### config.mk
export PLATFORM = sky130hd
export DESIGN_NAME = dma_seq
export DESIGN_NICKNAME = d
export VERILOG_FILES = /design/src/rtl/dma_pkg.sv /design/src/rtl/dma_seq_bus_timer.sv /design/src/rtl/dma_seq.sv
export SDC_FILE = /design/constraint.sdc
export NUM_CORES = 1
export LEC_CHECK = 0
export CORE_MARGIN = 10
export CORE_UTILIZATION = 45
export DETAILED_ROUTE_END_ITERATION = 8
export GPL_ROUTABILITY_DRIVEN = 0
export GPL_TIMING_DRIVEN = 0
export PLACE_DENSITY = 0.76
export SLEW_MARGIN = 0
export SYNTH_ARGS = -nofsm -noshare
export SYNTH_HDL_FRONTEND = slang
export SYNTH_HIERARCHICAL = 1
export SYNTH_SLANG_ARGS = --single-unit
export TNS_END_PERCENT = 50
### constraint.sdc
create_clock -name clk -period 2.4 [get_ports clk]
set_input_delay 0.24 -clock clk [delete_from_list [all_inputs] [get_ports clk]]
set_output_delay 0.24 -clock clk [all_outputs]
set_load 0.02 [all_outputs]
### src/rtl/dma_pkg.sv
`default_nettype none
// +----------------------------------------------------------------------------+
// | Package : dma_pkg                                                          |
// | Purpose : Shared definitions for the DMA channel sequencer: datapath       |
// |           instruction codes, FSM state encoding, default bus timeout and   |
// |           the state-to-output decode used by dma_seq.                      |
// | Ports   : none (package)                                                   |
// | Rev     : 1.0  initial release                                             |
// +----------------------------------------------------------------------------+
package dma_pkg;

  // Datapath instruction codes
  localparam logic [2:0] LDCR = 3'b000;
  localparam logic [2:0] RDAR = 3'b011;  // no-op: changes no datapath state
  localparam logic [2:0] INIT = 3'b100;
  localparam logic [2:0] LDAR = 3'b101;
  localparam logic [2:0] LDWR = 3'b110;
  localparam logic [2:0] STEP = 3'b111;

  // Sequencer state encoding
  typedef logic [3:0] state_t;
  localparam logic [3:0] IDLE     = 4'd0;
  localparam logic [3:0] S_CR     = 4'd1;
  localparam logic [3:0] S_AR     = 4'd2;
  localparam logic [3:0] S_WR     = 4'd3;
  localparam logic [3:0] S_INIT   = 4'd4;
  localparam logic [3:0] WAIT_REQ = 4'd5;
  localparam logic [3:0] BUS_REQ  = 4'd6;
  localparam logic [3:0] XFER     = 4'd7;
  localparam logic [3:0] CHECK    = 4'd8;
  localparam logic [3:0] DONE     = 4'd9;

  localparam int unsigned BUS_TIMEOUT_DEFAULT = 16;

  // Moore outputs of the sequencer
  typedef struct packed {
    logic [2:0] instr;
    logic [7:0] data_out;
    logic       breq;
    logic       dack;
    logic       busy;
  } seq_out_t;

  // Every output is a pure function of the state register and the shadow
  // registers, so no input reaches an output combinationally.
  function automatic seq_out_t decode_state(input state_t     st,
                                            input logic [2:0] cr,
                                            input logic [7:0] addr,
                                            input logic [7:0] words);
    seq_out_t o;
    o.instr    = RDAR;
    o.data_out = 8'h00;
    o.breq     = 1'b0;
    o.dack     = 1'b0;
    o.busy     = (st != IDLE);
    case (st)
      S_CR: begin
        o.instr    = LDCR;
        o.data_out = {5'b0, cr};
      end
      S_AR: begin
        o.instr    = LDAR;
        o.data_out = addr;
      end
      S_WR: begin
        o.instr    = LDWR;
        o.data_out = words;
      end
      S_INIT:  o.instr = INIT;
      BUS_REQ: o.breq  = 1'b1;
      XFER: begin
        o.instr = STEP;
        o.breq  = 1'b1;
        o.dack  = 1'b1;
      end
      CHECK:   o.breq  = 1'b1;
      default: ;
    endcase
    return o;
  endfunction

endpackage
`default_nettype wire

### src/rtl/dma_seq_bus_timer.sv
`default_nettype none
// +----------------------------------------------------------------------------+
// | Module  : bus_timer                                                        |
// | Purpose : Bus-grant wait timer. Counts enabled cycles from zero and flags  |
// |           the last permitted cycle of a LIMIT-cycle window.                |
// | Ports   : clk    in   clock                                                |
// |           reset  in   synchronous active-high reset                        |
// |           clear  in   force count to zero (dominates enable)               |
// |           enable in   advance the count by one                             |
// |           expire out  count has reached LIMIT-1                            |
// | Rev     : 1.0  initial release                                             |
// +----------------------------------------------------------------------------+
module bus_timer #(
  parameter int unsigned LIMIT = 16
) (
  input  logic clk,
  input  logic reset,
  input  logic clear,
  input  logic enable,
  output logic expire
);

  localparam int unsigned W    = $clog2(LIMIT + 1);
  localparam logic [W-1:0] LAST = W'(LIMIT - 1);
  localparam logic [W-1:0] TOP  = W'(LIMIT);

  logic [W-1:0] count;

  always_ff @(posedge clk) begin
    if (reset || clear) begin
      count <= '0;
    end else if (enable && (count != TOP)) begin
      // Saturate so a stalled owner can never wrap back into the window.
      count <= count + 1'b1;
    end
  end

  assign expire = (count == LAST);

endmodule
`default_nettype wire

### src/rtl/dma_seq.sv
`default_nettype none
// +----------------------------------------------------------------------------+
// | Module  : dma_seq                                                          |
// | Purpose : Sequencer for a DMA channel datapath. On start it programs CR,   |
// |           AR and WR, issues INIT, then services peripheral requests with   |
// |           a bus request/grant handshake per transfer, and raises irq when  |
// |           the datapath reports done. A grant that never arrives within     |
// |           BUS_TIMEOUT cycles abandons the job and sets err.                |
// | Config  : DMA_SEQ_AUTOINIT_EN - when defined, completion re-issues INIT    |
// |           and keeps servicing requests until abort or reset.               |
// | Ports   : clk, reset (sync, active high)                                   |
// |           start, abort, cfg_cr[2:0], cfg_addr[7:0], cfg_words[7:0],        |
// |           burst, dreq, bgnt, done, irq_clr                   (inputs)      |
// |           instr[2:0], data_out[7:0], breq, dack, busy, irq, err (outputs)  |
// | Rev     : 1.0  initial release                                             |
// +----------------------------------------------------------------------------+
module dma_seq
  import dma_pkg::*;
#(
  parameter int unsigned BUS_TIMEOUT = BUS_TIMEOUT_DEFAULT
) (
  input  logic       clk,
  input  logic       reset,
  input  logic       start,
  input  logic       abort,
  input  logic [2:0] cfg_cr,
  input  logic [7:0] cfg_addr,
  input  logic [7:0] cfg_words,
  input  logic       burst,
  input  logic       dreq,
  input  logic       bgnt,
  input  logic       done,
  input  logic       irq_clr,
  output logic [2:0] instr,
  output logic [7:0] data_out,
  output logic       breq,
  output logic       dack,
  output logic       busy,
  output logic       irq,
  output logic       err
);

  state_t     state;
  state_t     next_state;
  logic [2:0] cr_sh;
  logic [7:0] addr_sh;
  logic [7:0] words_sh;

  logic       start_acc;
  logic       irq_set;
  logic       err_set;
  logic       timer_expire;
  seq_out_t   dec;

  // Timer runs only while requesting the bus and is held at zero elsewhere,
  // so every entry into BUS_REQ starts a fresh window.
  bus_timer #(
    .LIMIT (BUS_TIMEOUT)
  ) u_bus_timer (
    .clk    (clk),
    .reset  (reset),
    .clear  (state != BUS_REQ),
    .enable (state == BUS_REQ),
    .expire (timer_expire)
  );

  always_comb begin
    next_state = state;
    case (state)
      IDLE:     if (start) next_state = S_CR;
      S_CR:     next_state = S_AR;
      S_AR:     next_state = S_WR;
      S_WR:     next_state = S_INIT;
      S_INIT:   next_state = WAIT_REQ;
      WAIT_REQ: if (dreq) next_state = BUS_REQ;
      // dreq is not re-examined here: once requested, the transfer is
      // committed and completes on grant.
      BUS_REQ: begin
        if (bgnt)              next_state = XFER;
        else if (timer_expire) next_state = IDLE;
      end
      XFER:     next_state = CHECK;
      // done is looked at one cycle after STEP so it reflects the
      // updated counters.
      CHECK: begin
        if (done)                        next_state = DONE;
        else if (burst && dreq && bgnt)  next_state = XFER;
        else                             next_state = WAIT_REQ;
      end
`ifdef DMA_SEQ_AUTOINIT_EN
      DONE:     next_state = S_INIT;
`else
      DONE:     next_state = IDLE;
`endif
      default:  next_state = IDLE;
    endcase
    if (abort) next_state = IDLE;
  end

  assign start_acc = (state == IDLE) && start && !abort;
  // irq is set on the way into DONE so it is already visible while DONE
  // is the current state.
  assign irq_set   = (state == CHECK) && done && !abort;
  assign err_set   = (state == BUS_REQ) && !bgnt && timer_expire && !abort;

  always_ff @(posedge clk) begin
    if (reset) begin
      state    <= IDLE;
      cr_sh    <= 3'b000;
      addr_sh  <= 8'h00;
      words_sh <= 8'h00;
      irq      <= 1'b0;
      err      <= 1'b0;
    end else begin
      state <= next_state;
      if (start_acc) begin
        cr_sh    <= cfg_cr;
        addr_sh  <= cfg_addr;
        words_sh <= cfg_words;
      end
      if (irq_set)                   irq <= 1'b1;
      else if (irq_clr || start_acc) irq <= 1'b0;
      if (err_set)                   err <= 1'b1;
      else if (start_acc)            err <= 1'b0;
    end
  end

  assign dec      = decode_state(state, cr_sh, addr_sh, words_sh);
  assign instr    = dec.instr;
  assign data_out = dec.data_out;
  assign breq     = dec.breq;
  assign dack     = dec.dack;
  assign busy     = dec.busy;

endmodule
`default_nettype wire

==> out/results.tsv, run 1 <==
metric	value	unit
status	finished, final reports clean	
CTS Root Cell	clkbuf_4	
fin nets	286	
Netlist cell types	38	
largest cells by area after synthesis	dfxtp_1, nand2_1, a21oi_1, mux2i_1, nor2_1	
Avg Cell Area, Syn	7.72	sq um
min cycle time layout	2.25	ns
DP Cell Count	295	
fmax	445	MHz
worst vdd ir	0.276	mV
CP Max Fanout	10	
core area	3360	sq um
met1 Use GR	14.2	%
combinational share of power	17.0	%
kind of critical path	reg -> out	
Max Cap Viol	0	
routed length per placed instance	13.3	um
Finished Cell Area	2160	sq um
final setup fails	0	
WL final	4.03	mm
clk buf depth	2	
switching share of total power	25.7	%
Worst slew margin	67.8	%
DP HPWL	3.08	mm
Least-Margin Pin Slew	0.483	ns
vias per std cell	5.05	
Post-Syn Area	1590	sq um
total grt overflow	0	
internal cell power	0.748	mW
Syn Inst Count	206	
Die Area	6310	sq um
clk slew on worst S/H paths	0.09	ns
antenna fix cells	0	
placed cell areas	2080	sq um
busiest grt layer	met2	
Setup Fix Bufs, Post-CTS	0	
Synth Net Count	237	
final hold violation count	0	
Psw	0.258	mW
top-count cell post-synth	nand2_1	
initial antenna violation count	0	
vias in the first global route	1470	
Clock Skew	0.00622	ns
Leak Pwr	0.844	nW
CTS buffer count	5	
CTS tree	built	
share of cells above drive strength 1	12.9	%
R2R setup slack	0.49	ns
ANT nets after route	0	
Post-synth EDFFs	0	
CP max-delay cell	clkdlybuf4s50_1	
Post-synth ARST share	0	%
WHS	0.449	ns
Post-synth top cells	nand2_1, dfxtp_1, a21oi_1	
Seq pwr share	52.4	%
Die W	79.4	um
htree depth	2	
fin cells	302	
io pins	44	
critical path's largest stage delay	0.54	ns
Core Rows	21	
Worst Setup End Kind	primary output	
latest clock arrival within the worst-skew pair	0.32	ns
met3 Use GR	4.95	%
Pins Over Slew Limit	0	
RSZ-0062 raised after global routing	false	
Initial Util	47.3	%
CP arrival	2.01	ns
Hold WC Path Type	in -> reg	
drt initial violations	112	
largest net degree at the start of global routing	11	
Critical Path Source Type	flop	
gr usage total	12.8	%
Seq/Total Area, Yosys	37.8	%
top cell type's share of synthesized area	37.8	%
clock power share	30.7	%
grt met2 use	20.9	%
Area Growth Syn to Fin	35.9	%
Cell Chain, Critical Path	clkbuf_2, buf_4, mux2i_1, nor2_1, clkdlybuf4s50_1	
FF+latch count, synth	30	
Pre-Repair DR Iteration Count	4	
fin crit share	93.6	%
leading area contributor after synthesis	dfxtp_1	
Die Y	79.4	um
ys flop type	dfxtp_1	
Vias	1526	
# DRC	0	
Setup TNS Final	0	ns
clk sink count	30	
synth warn	6	
pwr dens	466	nW/um^2
# port buffers	43	
WP data required	2.16	ns
first-pass GRT wire length	6.56	mm
## cell type report
| cell class | instances | area [sq um] |
|---|---|---|
| fill | 338 | 1200 |
| multi-input combinational | 154 | 905 |
| sequential | 30 | 603 |
| timing repair buffer | 43 | 434 |
| buffer | 11 | 63.8 |
| tap | 46 | 57.6 |
| clock buffer | 7 | 55.1 |
| inverter | 10 | 37.5 |
| clock inverter | 1 | 5.00 |
## final timing paths
path	from	end	cells after the start
worst max-delay path	state[0]$_SDFFE_PP0P_	data_out[7]	5
worst min-delay path	cfg_addr[3]	addr_sh[3]$_SDFFE_PP0P_	3
worst max register to register	state[3]$_SDFFE_PP0P_	err$_SDFFE_PP0P_	4
worst min register to register	cr_sh[2]$_SDFFE_PP0P_	cr_sh[2]$_SDFFE_PP0P_	2
## cell usage in the layout (no fill, tap or decap), types with 2 or more instances in the layout
cell / Yosys / final
xor2_1: 2 / 2
clkdlybuf4s50_1: 0 / 40
dlymetal6s2s_1: 0 / 2
a32o_1: 2 / 2
buf_2: 3 / 3
a22oi_1: 4 / 4
mux2_2: 3 / 3
or2_2: 2 / 2
o21bai_1: 2 / 2
inv_1: 10 / 10
dfxtp_1: 30 / 28
clkbuf_2: 0 / 3
dfxtp_2: 0 / 2
and3b_1: 3 / 3
mux2i_1: 7 / 7
o21ai_0: 5 / 5
nand2b_1: 2 / 2
nor2_2: 2 / 2
nor2b_1: 4 / 3
nor2_1: 16 / 16
a21oi_1: 22 / 22
ha_1: 3 / 3
a31oi_1: 2 / 2
nand4_1: 3 / 3
nor3_1: 7 / 7
clkbuf_1: 7 / 3
nand2_1: 50 / 50
clkbuf_4: 0 / 6
## worst max-delay path, delay by kind of cell, from the launching register on
family / cells / cell delay (ns)
buffers and inverters: 3 / 1.02
flip-flops: 1 / 0.38
multiplexers: 1 / 0.22
AND/OR/NAND/NOR: 1 / 0.06
## power by group through the flow
stage	Sequential, mW	Combinational (mW)	Clock, mW
3_5_place_dp	0.536	0.171	0
3_3_place_gp	0.536	0.170	0
4_1_cts	0.524	0.173	0.320
5_1_grt	0.529	0.186	0.347
2_1_floorplan	0.534	0.0898	0
6_report	0.527	0.171	0.309
## state kept, by name (all words and copies together), names as in the netlist
name,cells
state,4
err,1
cr_sh,3
words_sh,8
irq,1
u_bus_timer/count,5
addr_sh,8
## metrics by stage
stage / setup WS (ns) / utilization [%] / power, mW
floorplan: 0.558 / - / 0.623
global placement: -0.0256 / 61.8 / 0.705
detailed placement: -0.0512 / 61.8 / 0.707
CTS: 0.00131 / 63.9 / 1.02
global route: 0.00701 / 64.2 / 1.06
finish: 0.153 / 64.2 / 1.01
## layer usage
metal	vias to the layer above	wire [um]	part of all wire, %
met4	0	54	1.3
met1	690	1840	46
met2	33	1920	48
li1	798	-	-
met3	5	209	5.2
met5	-	0	0
## kinds of logic after synthesis
group / share of synthesized area, %
AND/OR/NAND/NOR: 30.1
buffers and inverters: 5.90
XOR/XNOR: 1.10
flip-flops: 37.8
adder cells (fa/ha/maj): 2.36
multiplexers: 6.53
AO/OA/AOI/OAI: 16.3
## timing repair
action | in CTS | in global routing
resized for setup | 8 | 7
setup endpoints to repair | 12 | 10
hold buffers | 0 | 0
Note: power is estimated with default switching activity, not from simulation.
==> run 2: changes to the inputs <==
--- a/config.mk
+++ b/config.mk
@@ -11,7 +11,7 @@
 export GPL_ROUTABILITY_DRIVEN = 0
 export GPL_TIMING_DRIVEN = 0
 export PLACE_DENSITY = 0.76
-export SLEW_MARGIN = 0
+export SLEW_MARGIN = 20
 export SYNTH_ARGS = -nofsm -noshare
 export SYNTH_HDL_FRONTEND = slang
 export SYNTH_HIERARCHICAL = 1
==> results of run 2 <==
Final layout, timing and power as in run 1 (identical DEF).
==> run 3: changes to the inputs <==
--- a/config.mk
+++ b/config.mk
@@ -10,6 +10,7 @@
 export DETAILED_ROUTE_END_ITERATION = 8
 export GPL_ROUTABILITY_DRIVEN = 0
 export GPL_TIMING_DRIVEN = 0
+export MAX_ROUTING_LAYER = met4
 export PLACE_DENSITY = 0.76
 export SLEW_MARGIN = 20
 export SYNTH_ARGS = -nofsm -noshare
==> out/results.tsv, run 3 (synthesis gave the netlist of run 1 again) <==
metric	value	unit
post-cts resize count	8	
CP Max Fanout	10	
core area	3360	sq um
post-place setup slack	-0.0512	ns
placed cell areas	2080	sq um
fmax	445	MHz
pwr dens	466	nW/um^2
drt initial violations	112	
Hold Buf Count CTS	0	
final worst slack	0.152	ns
WL final	4.02	mm
Worst Hold End	addr_sh[3]$_SDFFE_PP0P_	
Initial Util	47.3	%
vias in the first global route	1469	
Setup Fix Bufs, Post-CTS	0	
fin nets	286	
final setup fails	0	
total grt overflow	0	
final hold violation count	0	
first-pass GRT wire length	6.58	mm
kind of critical path	reg -> out	
fin crit share	93.7	%
Least-Margin Pin Slew	0.483	ns
HP Start	cfg_addr[3]	
gr usage total	13.2	%
Clock Skew	0.00618	ns
worst hold stages	3	
Max Cap Viol	0	
CTS Root Cell	clkbuf_4	
routed length per placed instance	13.3	um
Die Area	6310	sq um
commonest non-fill, non-tap cells in the layout	nand2_1, clkdlybuf4s50_1, dfxtp_1, a21oi_1, nor2_1	
clk slew on worst S/H paths	0.09	ns
R2R setup slack	0.50	ns
CTS buffer count	5	
share of cells above drive strength 1	12.9	%
Pins Over Slew Limit	0	
Tot Pwr	1.01	mW
initial antenna violation count	0	
Critical R2R Launch	state[3]$_SDFFE_PP0P_	
DP HPWL	3.08	mm
Worst slew margin	67.8	%
antenna fix cells	0	
latest clock arrival within the worst-skew pair	0.32	ns
Reg2Reg Depth	4	
Setup TNS Final	0	ns
Die Y	79.4	um
Leak Pwr	0.844	nW
Die W	79.4	um
ANT nets after route	0	
Critical Path Source Type	flop	
status	finished, final reports clean	
Pre-Repair DR Iteration Count	4	
io pins	44	
clk buf depth	2	
Worst Setup End Kind	primary output	
min cycle time layout	2.25	ns
largest net degree at the start of global routing	11	
htree depth	2	
Hold WC Path Type	in -> reg	
clk sink count	30	
WHS	0.448	ns
Finished Cell Area	2160	sq um
RSZ-0062 raised after global routing	false	
# DRC	0	
vias per std cell	5.06	
commonest non-fill, non-tap cell in the layout	nand2_1	
# port buffers	43	
CTS tree	built	
Top Registers	addr_sh: 8 flops, words_sh: 8 flops, u_bus_timer/count: 5 flops	
worst vdd ir	0.276	mV
Vias	1529	
Core Rows	21	
WP data required	2.16	ns
RR Endpoint	err$_SDFFE_PP0P_	
Area Growth Syn to Fin	35.9	%
CP arrival	2.01	ns
-- run 3: cell counts in the layout (fill, tap and decap cells not counted) --
Identical to the previous run, type by type.
-- run 3: power breakdown --
part | internal [mW] | switching [mW] | leakage [nW]
combinational | 0.0903 | 0.0803 | 0.564
clock | 0.142 | 0.167 | 0.0353
sequential | 0.516 | 0.0111 | 0.245
-- run 3: worst max path at each step --
stage / from / to / slack [ns] / cells after the start
floorplan: state[3]$_SDFFE_PP0P_ / err$_SDFFE_PP0P_ / 0.56 / 4
global placement: state[0]$_SDFFE_PP0P_ / data_out[2] / -0.03 / 5
detailed placement: state[0]$_SDFFE_PP0P_ / data_out[2] / -0.05 / 5
CTS: state[2]$_SDFFE_PP0P_ / instr[1] / 0.001 / 5
global route: state[0]$_SDFFE_PP0P_ / data_out[7] / 0.01 / 5
finish: state[0]$_SDFFE_PP0P_ / data_out[4] / 0.15 / 5
-- run 3: through the flow --
stage	util, %	cells
final	64.2	302
after global routing	64.2	302
after CTS	63.9	303
after detailed placement	61.8	295
after global placement	61.8	295
after floorplan	-	206
-- run 3: per-layer routing --
layer	vias to the layer above	GRT usage, %	wire (um)
li1	798	-	-
met1	693	14.6	1880
met2	33	20.9	1920
met3	5	4.28	170
met4	0	6.27	55
met5	-	-	0
-- run 3: area by class of cell --
class / count / area [sq um]
inverter: 10 / 37.5
multi-input combinational: 154 / 905
sequential: 30 / 603
tap: 46 / 57.6
clock inverter: 1 / 5.00
buffer: 11 / 63.8
fill: 338 / 1200
clock buffer: 7 / 55.1
timing repair buffer: 43 / 434
-- run 3: critical path: stages (launching register included) --
cell,delay (ns)
dfxtp_1,0.38
clkbuf_2,0.24
buf_4,0.24
mux2i_1,0.09
nor2_1,0.11
clkdlybuf4s50_1,0.62
==> edit: new RTL, config.mk and constraints of run 3 <==
The package constant `BUS_TIMEOUT_DEFAULT` goes from 16 to 32.
--- a/src/rtl/dma_pkg.sv
+++ b/src/rtl/dma_pkg.sv
@@ -32,3 +32,3 @@
 
-  localparam int unsigned BUS_TIMEOUT_DEFAULT = 16;
+  localparam int unsigned BUS_TIMEOUT_DEFAULT = 32;
 
Function: no difference found for any inputs over 10 cycles, from zero or initial values and one cycle with reset high; that may be too few to reach the edited logic, so the function may still have changed.
==> edit against run 3 <==
Non-clock buffer count stayed put. Hold slack worse by 0.0025 ns. Area after synthesis up 1.6%. Final area up 0.93%. Wire length grew 2.8%. Global-route usage grew 0.24 points. Highest routed layer unchanged. Total power up 1.6%. Setup slack lost 0.043 ns. Largest cell class unchanged. Sequential cell count rose by 1.
==> edit: results (changes against run 3) <==
Detailed routing
  – DR vias/cell: 5.114 (was 5.063)
  – Routed WL: 4.133 mm (was 4.022 mm)
  – Met3 wire length: 270 um (was 170 um)
  – WL met2: 1.877 mm (was 1.919 mm)
  – Post-Route M1 WL: 1.933 mm (was 1.877 mm)
  – Initial DRC count: 110 (was 112)

Power
  – Max VDD drop: 386.4 uV (was 276.0 uV)

Hold path
  – Hold_sp: cfg_words[0] (was cfg_addr[3])

GRT
  – GR Util met3: 0.05180 (was 0.04279)
  – Global-route wire length before repair: 6.713 mm (was 6.575 mm)
  – Met2 usage: 0.2063 (was 0.2087)

Logic synthesis
  – Post-synthesis adder-cell area fraction: 0.01549 (was 0.02360)
  – Top post-synthesis cells by count: 51 x nand2_1, 31 x dfxtp_1, 22 x a21oi_1 (was 50 x nand2_1, 30 x dfxtp_1, 22 x a21oi_1)
  – Sequential area share after synthesis: 0.3842 (was 0.3777)
  – Post-synthesis mux area share: 0.06429 (was 0.06530)
  – Ranking of synthesized cells by area: dfxtp_1 38%, nand2_1 12%, a21oi_1 6.8% (was dfxtp_1 38%, nand2_1 12%, a21oi_1 6.9%)
  – Syn_nets: 243 (was 237)

Setup path
  – Largest stage delay, worst path: 0.54 ns (was 0.62 ns)
  – Arr. time, crit path: 2.05 ns (was 2.01 ns)

Place
  – Placed Cells incl. Taps: 302 (was 295)
  – Post-DP HPWL: 3.159 mm (was 3.080 mm)
  – Placed Area: 2103 sq um (was 2078 sq um)

Cells and area
  – Biggest regs: addr_sh (8), words_sh (8), u_bus_timer/count (6) (was addr_sh (8), words_sh (8), u_bus_timer/count (5))
  – Finished Layout Cells: 308 (was 302)
  – Ratio of cells with drive above 1 in the final layout: 0.1069 (was 0.1289)

Timing
  – Setup Skew: 0.005238 ns (was 0.006180 ns)
  – Worst slew pin tran: 0.5253 ns (was 0.4828 ns)

Run status
  – Status: finished clean (unchanged)
[edit: cells by family (layout without fill, tap and decap cells)]
family	Yosys count	count (layout)
xor gates and xnor gates	3	3
buffers and inverters	23	72
DFF	31	31
AOI/OAI and AO/OA	43	43
and+or+nand+nor	101	101
muxes	10	10
adders and majority gates	2	2
[edit: where the power goes]
group,internal (W),switching (W),leakage (nW)
logic,0.0000902,0.0000799,0.553
clock network,0.000135,0.000173,0.0341
registers,0.000532,0.0000116,0.252
total,0.000758,0.000264,0.840
[edit: cell type report]
| class | instances | area [sq um] |
|---|---|---|
| Fill cell | 311 | 1209 |
| Multi-Input combinational cell | 159 | 905.9 |
| Sequential cell | 31 | 621.8 |
| Timing Repair Buffer | 43 | 434.2 |
| Buffer | 11 | 63.81 |
| Tap cell | 46 | 57.56 |
| Clock buffer | 6 | 51.30 |
| Inverter | 11 | 41.29 |
| Clock inverter | 1 | 5.005 |
